**config.mk**
```make
export PLATFORM = sky130hd
export DESIGN_NAME = fft_frame_scheduler_flat
export DESIGN_NICKNAME = d
export VERILOG_FILES = /design/src/rtl/fft_frame_scheduler_if.sv /design/src/rtl/fft_frame_scheduler.sv /design/src/flat_wrapper.sv
export SDC_FILE = /design/constraint.sdc
export NUM_CORES = 1
export LEC_CHECK = 0
export BUFFER_PORTS_ARGS = -buffer_cell sky130_fd_sc_hd__buf_2
export CAP_MARGIN = 20
export CORE_MARGIN = 8
export CORE_UTILIZATION = 31
export CTS_CLUSTER_DIAMETER = 50
export DETAILED_ROUTE_END_ITERATION = 16
export HOLD_SLACK_MARGIN = 0.15
export PLACE_DENSITY_LB_ADDON = 0.3
export SETUP_SLACK_MARGIN = 0.2
export SLEW_MARGIN = 20
export SYNTH_ARGS = -nofsm -noshare
export SYNTH_HDL_FRONTEND = slang
export SYNTH_SLANG_ARGS = --single-unit
```
**constraint.sdc**
```tcl
create_clock -name clk -period 1.6 [get_ports clk]
set_clock_uncertainty 0.15 [all_clocks]
set_input_delay 0.08 -clock clk [delete_from_list [all_inputs] [get_ports clk]]
set_output_delay 0.08 -clock clk [all_outputs]
set_load 0.01 [all_outputs]
```
**src/rtl/fft_frame_scheduler_if.sv**
```systemverilog
// Handshake and status bundle between the frame scheduler, the S2P frame buffer and the FFT.
// The scheduler sits on the slave side; whoever drives frames and the FFT sits on the master side.
interface fft_frame_scheduler_if #(
  parameter int unsigned NUM_FRAMES = 64
);
  localparam int unsigned FCW = $clog2(NUM_FRAMES + 1);

  logic           enable;
  logic           s2p_valid;
  logic           fft_ready;
  logic           fft_done;
  logic           capture_en;
  logic           fft_start;
  logic           busy;
  logic [FCW-1:0] frame_cnt;
  logic [7:0]     drop_cnt;
  logic           overrun;
  logic           timeout_err;
  logic           all_done;

  modport master (
    output enable, s2p_valid, fft_ready, fft_done,
    input  capture_en, fft_start, busy, frame_cnt, drop_cnt, overrun, timeout_err, all_done
  );

  modport slave (
    input  enable, s2p_valid, fft_ready, fft_done,
    output capture_en, fft_start, busy, frame_cnt, drop_cnt, overrun, timeout_err, all_done
  );
endinterface

```
**src/rtl/fft_frame_scheduler.sv**
```systemverilog
// Frame scheduler: captures one buffered frame at a time, hands it to the FFT, waits for
// completion, and tracks completed/dropped frames plus a watchdog on the FFT.
module fft_frame_scheduler #(
  parameter int unsigned NUM_FRAMES = 64,
  parameter int unsigned TIMEOUT    = 255
) (
  input logic                  clk,
  input logic                  rst,
  fft_frame_scheduler_if.slave bus
);
  localparam int unsigned FCW = $clog2(NUM_FRAMES + 1);
  localparam int unsigned WDW = $clog2(TIMEOUT + 1);

  typedef enum logic [2:0] {
    StIdle,
    StWaitFrame,
    StStart,
    StWaitDone,
    StFinish
  } state_e;

  state_e         state_q, state_d;
  logic [WDW-1:0] wd_q;
  logic [FCW-1:0] frame_inc;
  logic           wd_expired;
  logic           in_flight;

  assign frame_inc  = bus.frame_cnt + 1'b1;
  assign wd_expired = (wd_q == WDW'(TIMEOUT));
  assign in_flight  = (state_q == StStart) || (state_q == StWaitDone);

  always_comb begin
    state_d = state_q;
    unique case (state_q)
      StIdle: begin
        if (bus.enable) state_d = StWaitFrame;
      end
      StWaitFrame: begin
        // A frame arriving together with enable falling is still taken.
        if (bus.s2p_valid)   state_d = StStart;
        else if (!bus.enable) state_d = StIdle;
      end
      StStart: begin
        // fft_start is always high here, so fft_ready alone marks the transfer.
        if (bus.fft_ready) state_d = StWaitDone;
      end
      StWaitDone: begin
        if (bus.fft_done) begin
          if (frame_inc == FCW'(NUM_FRAMES)) state_d = StFinish;
          else if (bus.enable)               state_d = StWaitFrame;
          else                               state_d = StIdle;
        end else if (wd_expired) begin
          state_d = StFinish;
        end
      end
      StFinish: begin
        if (!bus.enable) state_d = StIdle;
      end
      default: state_d = StIdle;
    endcase
  end

  always_ff @(posedge clk) begin
    if (rst) begin
      state_q         <= StIdle;
      wd_q            <= '0;
      bus.capture_en  <= 1'b0;
      bus.fft_start   <= 1'b0;
      bus.busy        <= 1'b0;
      bus.all_done    <= 1'b0;
      bus.frame_cnt   <= '0;
      bus.drop_cnt    <= '0;
      bus.overrun     <= 1'b0;
      bus.timeout_err <= 1'b0;
    end else begin
      state_q        <= state_d;
      bus.capture_en <= (state_q == StWaitFrame) && bus.s2p_valid;
      bus.fft_start  <= (state_d == StStart);
      bus.busy       <= (state_d == StStart) || (state_d == StWaitDone);
      bus.all_done   <= (state_d == StFinish);
      wd_q           <= (state_q == StWaitDone) ? wd_q + 1'b1 : '0;

      if ((state_q == StIdle) && bus.enable) begin
        bus.frame_cnt   <= '0;
        bus.drop_cnt    <= '0;
        bus.overrun     <= 1'b0;
        bus.timeout_err <= 1'b0;
      end

      // No queueing: a frame arriving while one is in flight is lost.
      if (in_flight && bus.s2p_valid) begin
        bus.overrun <= 1'b1;
        if (bus.drop_cnt != 8'hff) bus.drop_cnt <= bus.drop_cnt + 8'd1;
      end

      if (state_q == StWaitDone) begin
        if (bus.fft_done)    bus.frame_cnt   <= frame_inc;
        else if (wd_expired) bus.timeout_err <= 1'b1;
      end
    end
  end
endmodule

```
**src/flat_wrapper.sv**
```systemverilog
// flat-port wrapper written by rule: the top's interface ports become plain ports
module fft_frame_scheduler_flat 
#(
  parameter int unsigned NUM_FRAMES = 64,
  parameter int unsigned TIMEOUT    = 255
)
  (clk, rst, bus_enable, bus_s2p_valid, bus_fft_ready, bus_fft_done, bus_capture_en, bus_fft_start, bus_busy, bus_frame_cnt, bus_drop_cnt, bus_overrun, bus_timeout_err, bus_all_done);
  fft_frame_scheduler_if #(.NUM_FRAMES(NUM_FRAMES)) bus_i ();
  input logic clk;
  input logic rst;
  input wire logic [$bits(bus_i.enable)-1:0] bus_enable;
  input wire logic [$bits(bus_i.s2p_valid)-1:0] bus_s2p_valid;
  input wire logic [$bits(bus_i.fft_ready)-1:0] bus_fft_ready;
  input wire logic [$bits(bus_i.fft_done)-1:0] bus_fft_done;
  output wire logic [$bits(bus_i.capture_en)-1:0] bus_capture_en;
  output wire logic [$bits(bus_i.fft_start)-1:0] bus_fft_start;
  output wire logic [$bits(bus_i.busy)-1:0] bus_busy;
  output wire logic [$bits(bus_i.frame_cnt)-1:0] bus_frame_cnt;
  output wire logic [$bits(bus_i.drop_cnt)-1:0] bus_drop_cnt;
  output wire logic [$bits(bus_i.overrun)-1:0] bus_overrun;
  output wire logic [$bits(bus_i.timeout_err)-1:0] bus_timeout_err;
  output wire logic [$bits(bus_i.all_done)-1:0] bus_all_done;
  assign bus_i.enable = bus_enable;
  assign bus_i.s2p_valid = bus_s2p_valid;
  assign bus_i.fft_ready = bus_fft_ready;
  assign bus_i.fft_done = bus_fft_done;
  assign bus_capture_en = bus_i.capture_en;
  assign bus_fft_start = bus_i.fft_start;
  assign bus_busy = bus_i.busy;
  assign bus_frame_cnt = bus_i.frame_cnt;
  assign bus_drop_cnt = bus_i.drop_cnt;
  assign bus_overrun = bus_i.overrun;
  assign bus_timeout_err = bus_i.timeout_err;
  assign bus_all_done = bus_i.all_done;
  fft_frame_scheduler #(.NUM_FRAMES(NUM_FRAMES), .TIMEOUT(TIMEOUT)) u_core (.clk(clk), .rst(rst), .bus(bus_i));
endmodule
```
==> impl_metrics.env, run 1 <==
export IMPL_first_pass_iters=4
export IMPL_setup_viol=2
export IMPL_startpoint_type="register"
export IMPL_yosysSeqAreaShare_pct=40.96
export IMPL_utilization_pct=47.31
export IMPL_wirelength_um=4230
export IMPL_ys_warn_count=0
export IMPL_ys_ff_latch=32
export IMPL_viasPerCell=4.987
export IMPL_syn_area_mm2=0.001564
export IMPL_synthFlopType="dfxtp_1"
export IMPL_leakagePower_uw=0.0009663
export IMPL_n_antenna_cell=0
export IMPL_ir_drop_uv=390.6
export IMPL_hpwlAfterDp_um=2779
export IMPL_antenna_found_initial=0
export IMPL_slew_violations=0
export IMPL_violations="negative hold slack, negative setup slack"
export IMPL_ys_types=51
export IMPL_overflow=0
export IMPL_core_mm2=0.004977
export IMPL_tightest_slew_ns=0.4463
export IMPL_drtIter0Drc=55
export IMPL_die_area_mm2=0.007574
export IMPL_grt_usage_pct=11.27
export IMPL_globalplace_congestion=0.7818
export IMPL_final_nets=249
export IMPL_critPathRequiredTime_ns=1.67
export IMPL_rows=26
export IMPL_io_buffers=26
export IMPL_maxCapViolCount=0
export IMPL_outcome="finished, violations left"
export IMPL_fmax_ghz=0.6117
export IMPL_cp_max_fo=3
export IMPL_clk_path_buf_depth=2
export IMPL_via_count=1551
export IMPL_initial_core_util_pct=31.42
export IMPL_synth_edff_count=0
export IMPL_htreeDepth=2
export IMPL_layout_cells_non_filler=311
export IMPL_dp_cells=288
export IMPL_grt_pass1_vias=1474
export IMPL_worstPathArrival_ns=1.71
export IMPL_p_per_area_mw_per_mm2=680.9
export IMPL_clkSinkCount=32
export IMPL_worst_slack_ns=-0.03472
export IMPL_ant_nets=0
export IMPL_syn_num_nets=185
export IMPL_holdBufCountCts=5
export IMPL_final_layout_size_suffix_gt1_share_pct=51.04
export IMPL_grt_max_degree=12
export IMPL_fp_dieH_um=87.03
export IMPL_cts_reportedPaths_clkPinSlew_ns=0.07
export IMPL_synthArstFlopShare_pct=0
export IMPL_drc=0
export IMPL_hold_violations=4
export IMPL_ios=27
export IMPL_die_w_um=87.03
export IMPL_hold_path_class="in -> reg"
export IMPL_syn_inst=176
export IMPL_period_minus_slack_ns=1.635
export IMPL_area_growth_pct=50.56
export IMPL_wire_per_inst_um=13.60
export IMPL_cts_tree="done"
export IMPL_syn_area_per_cell_um2=8.886
export IMPL_timing_hold_ws_ns=-0.02677
export IMPL_critPathKind="reg -> reg"
export IMPL_grt_setup_unrepaired="true"
export IMPL_end_kind="register"
export IMPL_cts_buffers_inserted=5
export IMPL_relSlewSlack_pct=69.97
export IMPL_final_period_utilization_pct=102.2
export IMPL_setup_tns_ns=-0.03587
export IMPL_grt_pass1_wl_um=6789
export IMPL_clk_latency_ns=0.28
export IMPL_root_buffer="clkbuf_8"
[kinds of logic (layout without fill, tap and decap cells)]
| group | Yosys count | count (layout) | share of synthesized area, % |
|---|---|---|---|
| AND/OR/NAND/NOR | 80 | 80 | 28.08 |
| AO/OA/AOI/OAI | 44 | 44 | 19.20 |
| flip-flops | 32 | 32 | 40.96 |
| buffers and inverters | 10 | 75 | 5.359 |
| XOR/XNOR | 6 | 6 | 3.360 |
| adder cells (fa/ha/maj) | 3 | 3 | 2.400 |
| multiplexers | 1 | 1 | 0.6400 |
[cell type report]
cell class,instances,area [µm²]
well taps,70,87.58
flip-flops and latches,32,681.9
clock buffers,8,90.09
multi-input cells,134,1041
inverters,3,11.26
fillers,485,2623
repair buffers,64,442.9
[critical path: stages, from the launching register on]
cell and delay, ns:
dfxtp_4 0.36, ha_4 0.15, and3_4 0.17, a41o_1 0.20, or4_1 0.42, a21oi_2 0.13
[cells in the final DEF (no fill, tap or decap), types with 5 or more instances in the layout]
master and n:
o21ai_2 5, nand3_1 11, buf_4 29, dlygate4sd3_1 5, dfxtp_1 17, clkbuf_8 6, a21oi_2 6, nand2_1 6
dfxtp_2 6, dfxtp_4 9, nor2_1 24, buf_2 26, a21oi_1 7
[worst paths after layout]
| check | startpoint | to | slack (ns) | depth (start not counted) |
|---|---|---|---|---|
| min | rst | u_core.bus.drop_cnt[5] | -0.03 | 2 |
| min reg2reg | u_core.bus.overrun | u_core.bus.overrun | 0.32 | 2 |
| max reg2reg | u_core.bus.drop_cnt[0] | u_core.bus.drop_cnt[5] | -0.03 | 5 |
| max | u_core.bus.drop_cnt[0] | u_core.bus.drop_cnt[5] | -0.03 | 5 |
[sequential cells by signal, summed over array words and instances, names as in the netlist]
signal / flops
u_core.wd_q: 8
u_core.bus.fft_start: 1
u_core.bus.timeout_err: 1
u_core.bus.drop_cnt: 8
u_core.bus.capture_en: 1
u_core.bus.all_done: 1
u_core.bus.frame_cnt: 7
u_core.bus.busy: 1
u_core.bus.overrun: 1
u_core.state_q: 3
[power by group]
part           internal [µW]  switching (µW)  total, µW  leakage (µW)
Clock                    351             287        638     0.0000455
Sequential               794            8.24        802      0.000268
Combinational           77.6            86.1        164      0.000652
[metal layers]
layer	global-route usage, %	up-vias	part of all wire (%)
met4	3.756	0	1.3
met3	4.057	6	4.7
li1	-	776	-
met5	0	-	0
met1	13.14	739	44
met2	18.60	30	50
[Yosys cell counts, types with 2 or more instances]
library cell  instances  share of area (%)
a211oi_1              3                1.4
a21oi_1              13                4.2
a22oi_1               2               0.96
a31o_2                2                1.1
and2_1                2               0.80
and3_1                5                2.0
buf_6                 3                2.2
dfxtp_1              32                 41
ha_1                  3                2.4
inv_1                 3               0.72
nand2_1              10                2.4
nand2b_1              2               0.80
nand3_1              12                3.8
nand3b_1              3                1.4
nand4_1               2               0.80
nand4b_1              2                1.1
nor2_1               25                6.0
nor2b_1               2               0.80
o2111ai_1             2                1.1
o211a_1               2                1.3
o21ai_0               5                1.6
o21ai_1               3               0.96
o41ai_1               3                1.7
or3_1                 2               0.80
or4_1                 3                1.4
xnor2_1               4                2.2
xor2_1                2                1.1
[stage by stage]
| step | cell area (µm²) | total power, µW | setup slack [ns] |
|---|---|---|---|
| 4_1_cts | 2238 | 1621 | -0.008952 |
| 3_3_place_gp | 1939 | 957.7 | -0.05097 |
| 6_report | 2355 | 1603 | -0.03472 |
| 2_1_floorplan | 1628 | 919.6 | -0.05808 |
| 5_1_grt | 2355 | 1679 | -0.08826 |
| 3_5_place_dp | 1939 | 957.9 | -0.06515 |
[what timing repair did]
| action | 4_1_cts | 5_1_grt |
|---|---|---|
| hold endpoints to repair | 10 | 7 |
| gates cloned | 0 | 0 |
| setup endpoints to repair | 26 | 30 |
| gates resized for setup | 31 | 20 |
| buffers inserted | 7 | 3 |
| pin swaps | 17 | 10 |
Note: power is estimated with default switching activity, not from simulation.
==> inputs of run 2 (changes only) <==
CORE_MARGIN = unset   (was 8)
PLACE_DENSITY_LB_ADDON = 0.25   (was 0.3)
==> impl_metrics.env, run 2 (same netlist as run 1, synthesis figures left out) <==
export IMPL_outcome="finished, violations left"
export IMPL_violations="negative hold slack, negative setup slack"
export IMPL_setup_tns_ns=-0.003992
export IMPL_clk_latency_ns=0.29
export IMPL_core_mm2=0.004786
export IMPL_fmax_ghz=0.6234
export IMPL_critPathKind="reg -> reg"
export IMPL_clkSinkCount=32
export IMPL_drtIter0Drc=39
export IMPL_worstPathArrival_ns=1.65
export IMPL_critPathRequiredTime_ns=1.65
export IMPL_cts_tree="done"
export IMPL_initial_core_util_pct=32.68
export IMPL_p_sw_uw=399.7
export IMPL_tightest_slew_ns=0.4255
export IMPL_cp_max_fo=4
export IMPL_maxCapViolCount=0
export IMPL_end_kind="register"
export IMPL_hpwlAfterDp_um=2484
export IMPL_grt_pass1_vias=1458
export IMPL_crit_path_cell_trace="ha_4 > and3_4 > a41o_1 > buf_4 > buf_6 > nand2_4 > a221oi_2"
export IMPL_drc=0
export IMPL_final_period_utilization_pct=100.2
export IMPL_area_sequential_um2=674.4
export IMPL_timing_hold_ws_ns=-0.01386
export IMPL_rows=25
export IMPL_io_buffers=26
export IMPL_period_minus_slack_ns=1.604
export IMPL_internal_power_uw=1179
export IMPL_startpoint_type="register"
export IMPL_via_count=1514
export IMPL_relSlewSlack_pct=71.37
export IMPL_total_power_uw=1579
export IMPL_layout_commonest_cell="buf_4"
export IMPL_worst_slack_ns=-0.003992
export IMPL_holdBufCountCts=5
export IMPL_grt_setup_unrepaired="true"
export IMPL_p_per_area_mw_per_mm2=691.4
export IMPL_reg2reg_depth=7
export IMPL_min_path_cells=2
export IMPL_area_growth_pct=46.00
export IMPL_largest_registers="u_core.bus.drop_cnt (8), u_core.wd_q (8), u_core.bus.frame_cnt (7)"
export IMPL_overflow=0
export IMPL_leakagePower_uw=0.0009604
export IMPL_globalplace_congestion=0.8261
export IMPL_htreeDepth=2
export IMPL_ios=27
export IMPL_pwr_share_clk_pct=38.7
export IMPL_setup_viol=1
export IMPL_wirelength_um=3786
export IMPL_ir_drop_uv=403.0
export IMPL_fp_dieH_um=73.03
export IMPL_fillers=488
export IMPL_grt_pass1_wl_um=6589
export IMPL_sequentialPowerShare_pct=50.9
export IMPL_wire_per_inst_um=12.29
export IMPL_final_layout_size_suffix_gt1_share_pct=47.30
export IMPL_grt_usage_pct=16.29
export IMPL_first_pass_iters=4
export IMPL_viasPerCell=4.916
export IMPL_max_stage_delay_ns=0.37
export IMPL_cts_reportedPaths_clkPinSlew_ns=0.07
export IMPL_pwr_share_comb_pct=10.4
export IMPL_die_area_mm2=0.005333
export IMPL_ant_nets=0
export IMPL_clk_path_buf_depth=2
export IMPL_n_antenna_cell=0
export IMPL_root_buffer="clkbuf_8"
export IMPL_slew_violations=0
export IMPL_p_sw_share_pct=25.32
export IMPL_most_common_layout_cells="29 x buf_4, 26 x buf_2, 24 x nor2_1"
export IMPL_cts_buffers_inserted=5
export IMPL_die_w_um=73.03
export IMPL_final_nets=249
export IMPL_hold_violations=2
export IMPL_crit_path_top_delay_cell="dfxtp_4"
export IMPL_multi_input_area_um2=983.4
export IMPL_hold_path_class="in -> reg"
export IMPL_grt_max_degree=14
export IMPL_antenna_found_initial=0
==> run 2: layout make-up <==
cell class	instances	area share, %
multi-input combinational	134	43.07
sequential	32	29.53
timing repair buffer	64	19.40
tap	67	3.671
clock buffer	5	3.014
clock inverter	3	0.8219
inverter	3	0.4932
==> run 2: power groups by stage <==
stage               registers, µW  logic [µW]  clock network, µW
finish                        803         164                611
global route                  804         181                682
CTS                           804         157                645
detailed placement            828         129                  0
global placement              828         129                  0
floorplan                     832        88.0                  0
==> run 2: per-layer routing <==
| metal | vias up | wire length, µm | track usage (%) |
|---|---|---|---|
| met3 | 7 | 131 | 4.282 |
| met2 | 25 | 1748 | 26.44 |
| met5 | - | 0 | 0 |
| met4 | 0 | 60 | 7.843 |
| li1 | 774 | - | - |
| met1 | 708 | 1846 | 19.95 |
==> run 2: critical path, delay by kind of cell (launching register included) <==
family | cells | cell delay (ns)
and+or+nand+nor | 2 | 0.21
DFF | 1 | 0.37
adders and majority gates | 1 | 0.13
buffers and inverters | 2 | 0.23
AOI/OAI and AO/OA | 2 | 0.43
==> run 2: path summary, 6_finish.rpt <==
kind | slack (ns) | endpoint | from
worst max register to register | -0.004 | u_core.bus.drop_cnt[4] | u_core.bus.drop_cnt[0]
worst max-delay path | -0.004 | u_core.bus.drop_cnt[4] | u_core.bus.drop_cnt[0]
worst min-delay path | -0.01 | u_core.bus.timeout_err | rst
worst min register to register | 0.32 | u_core.wd_q[0] | u_core.wd_q[0]
==> run 2: what timing repair did <==
action,in CTS,in global routing
endpoints found under the setup margin,21,23
setup buffers,6,3
endpoints found under the hold margin,12,10
pin swaps,12,9
resized for setup,28,10
==> run 2: per-stage QoR <==
stage                     hold WS [ns]  utilization (%)  cells  setup slack (ns)  instance area (µm²)
after CTS                     -0.01407            46.41    305         -0.006560                 2221
after global placement          0.2819            40.60    286          -0.07092                 1943
after global routing          0.002336            47.71    308          -0.07700                 2283
final                         -0.01386            47.71    308         -0.003992                 2283
after detailed placement        0.2866            40.60    286          -0.08527                 1943
after floorplan                 0.1221                -    176          -0.05808                 1628
==> inputs of run 3 (changes only) <==
BUFFER_PORTS_ARGS = unset   (was -buffer_cell sky130_fd_sc_hd__buf_2)
DONT_BUFFER_PORTS = 1   (was unset)
==> impl_metrics.env, run 3 (same netlist as run 1, synthesis figures left out) <==
export IMPL_sequentialPowerShare_pct=52.8
export IMPL_maxCapViolCount=0
export IMPL_layout_cells_non_filler=285
export IMPL_path_delay_family="simple AND/OR/NAND/NOR gates"
export IMPL_critPathKind="reg -> reg"
export IMPL_holdBufCountCts=3
export IMPL_cts_reportedPaths_clkPinSlew_ns=0.07
export IMPL_timing_hold_ws_ns=-0.2978
export IMPL_min_path_cells=1
export IMPL_pwr_share_clk_pct=38.2
export IMPL_p_sw_share_pct=23.62
export IMPL_min_delay_worst_endpoint="u_core.bus.drop_cnt[0]"
export IMPL_ir_drop_uv=426.4
export IMPL_period_minus_slack_ns=1.627
export IMPL_die_w_um=73.03
export IMPL_via_count=1462
export IMPL_ios=27
export IMPL_worstPathArrival_ns=1.69
export IMPL_hold_path_class="in -> reg"
export IMPL_viasPerCell=5.130
export IMPL_cts_buffers_inserted=5
export IMPL_ant_nets=0
export IMPL_reg2reg_depth=5
export IMPL_die_area_mm2=0.005333
export IMPL_globalplace_congestion=0.7824
export IMPL_clk_latency_ns=0.28
export IMPL_cp_max_fo=3
export IMPL_cts_tree="done"
export IMPL_core_mm2=0.004786
export IMPL_first_pass_iters=4
export IMPL_grt_usage_pct=16.41
export IMPL_setup_viol=6
export IMPL_end_kind="register"
export IMPL_area_growth_pct=41.20
export IMPL_dp_cells=269
export IMPL_clk_path_buf_depth=2
export IMPL_final_period_utilization_pct=101.7
export IMPL_slew_violations=0
export IMPL_worst_slack_ns=-0.02650
export IMPL_largest_registers="u_core.bus.drop_cnt (8), u_core.wd_q (8), u_core.bus.frame_cnt (7)"
export IMPL_layout_commonest_cell="buf_4"
export IMPL_hold_violations=22
export IMPL_startpoint_type="register"
export IMPL_p_per_area_mw_per_mm2=692.5
export IMPL_final_layout_size_suffix_gt1_share_pct=44.04
export IMPL_p_sw_uw=361.2
export IMPL_hp_start="rst"
export IMPL_violations="negative hold slack, negative setup slack"
export IMPL_grt_setup_unrepaired="true"
export IMPL_wire_per_inst_um=14.64
export IMPL_total_power_uw=1529
export IMPL_max_stage_delay_ns=0.40
export IMPL_pwr_share_comb_pct=9.0
export IMPL_relSlewSlack_pct=72.15
export IMPL_utilization_pct=46.14
export IMPL_hpwlAfterDp_um=2837
export IMPL_tightest_slew_ns=0.4164
export IMPL_htreeDepth=2
export IMPL_rows=25
export IMPL_drc=0
export IMPL_outcome="finished, violations left"
export IMPL_io_buffers=0
export IMPL_critPathRequiredTime_ns=1.66
export IMPL_final_nets=226
export IMPL_timing_reg2reg_setup_slack_ns=-0.03
export IMPL_crit_path_top_delay_cell="or4_1"
export IMPL_grt_pass1_wl_um=6720
export IMPL_critical_path_reg2reg_endpoint="u_core.bus.drop_cnt[5]"
export IMPL_internal_power_uw=1168
export IMPL_fmax_ghz=0.6148
export IMPL_overflow=0
export IMPL_wirelength_um=4171
export IMPL_crit_path_cell_trace="ha_4 > and3_4 > a41o_1 > or4_1 > a21oi_1"
export IMPL_crit_buf_inv=0
export IMPL_most_common_layout_cells="33 x buf_4, 23 x nor2_1, 18 x dfxtp_1"
export IMPL_grt_max_degree=22
export IMPL_leakagePower_uw=0.0008536
export IMPL_fp_dieH_um=73.03
export IMPL_clkSinkCount=32
export IMPL_r2r_start="u_core.bus.drop_cnt[0]"
export IMPL_n_antenna_cell=0
export IMPL_drtIter0Drc=34
export IMPL_grt_pass1_vias=1469
export IMPL_initial_core_util_pct=32.68
export IMPL_antenna_found_initial=0
export IMPL_root_buffer="clkbuf_8"
run 3: how the worst max path moves through the flow:
| stage | from | endpoint | slack [ns] | cells past startpoint |
|---|---|---|---|---|
| floorplan | u_core.bus.drop_cnt[0] | u_core.bus.drop_cnt[5] | -0.06 | 5 |
| global placement | u_core.bus.drop_cnt[0] | u_core.bus.drop_cnt[5] | -0.05 | 5 |
| detailed placement | u_core.bus.drop_cnt[0] | u_core.bus.drop_cnt[5] | -0.11 | 6 |
| CTS | u_core.bus.drop_cnt[0] | u_core.bus.drop_cnt[5] | -0.03 | 5 |
| global route | u_core.state_q[2] | u_core.bus.frame_cnt[2] | -0.09 | 4 |
| finish | u_core.bus.drop_cnt[0] | u_core.bus.drop_cnt[5] | -0.03 | 5 |
run 3: final cells by class:
class	count	area, µm²
Clock inverter	1	5.005
Clock buffer	7	76.32
Tap cell	67	83.83
Inverter	3	11.26
Sequential cell	32	678.2
Multi-Input combinational cell	134	1017
Timing Repair Buffer	41	336.6
Fill cell	466	2577
run 3: repair_timing:
item                       CTS  global route
setup endpoints to repair   25            30
hold endpoints to repair    32            22
buffers inserted             2             3
resized for setup           25            21
pin swaps                   13            10
run 3: power groups by stage:
stage	logic, µW	registers, µW	clock network [µW]
final	138	807	584
after floorplan	88.0	832	0
after detailed placement	95.7	835	0
after global routing	151	807	648
after global placement	92.1	834	0
after CTS	119	811	608
run 3: stage by stage:
stage          setup WS, ns  setup TNS, ns  area (µm²)
6_report           -0.02650       -0.06888        2208
5_1_grt            -0.09266        -0.9247        2208
4_1_cts            -0.03340        -0.1625        2095
3_5_place_dp        -0.1069        -0.4752        1881
3_3_place_gp       -0.05323        -0.1989        1881
2_1_floorplan      -0.05808        -0.3582        1628
run 3: per-layer routing:
layer	vias up	track usage (%)	share of wire [%]
met5	-	0	0
met4	0	5.882	1.7
met3	6	5.525	5.1
met2	29	29.63	52
met1	695	17.68	41
li1	732	-	-
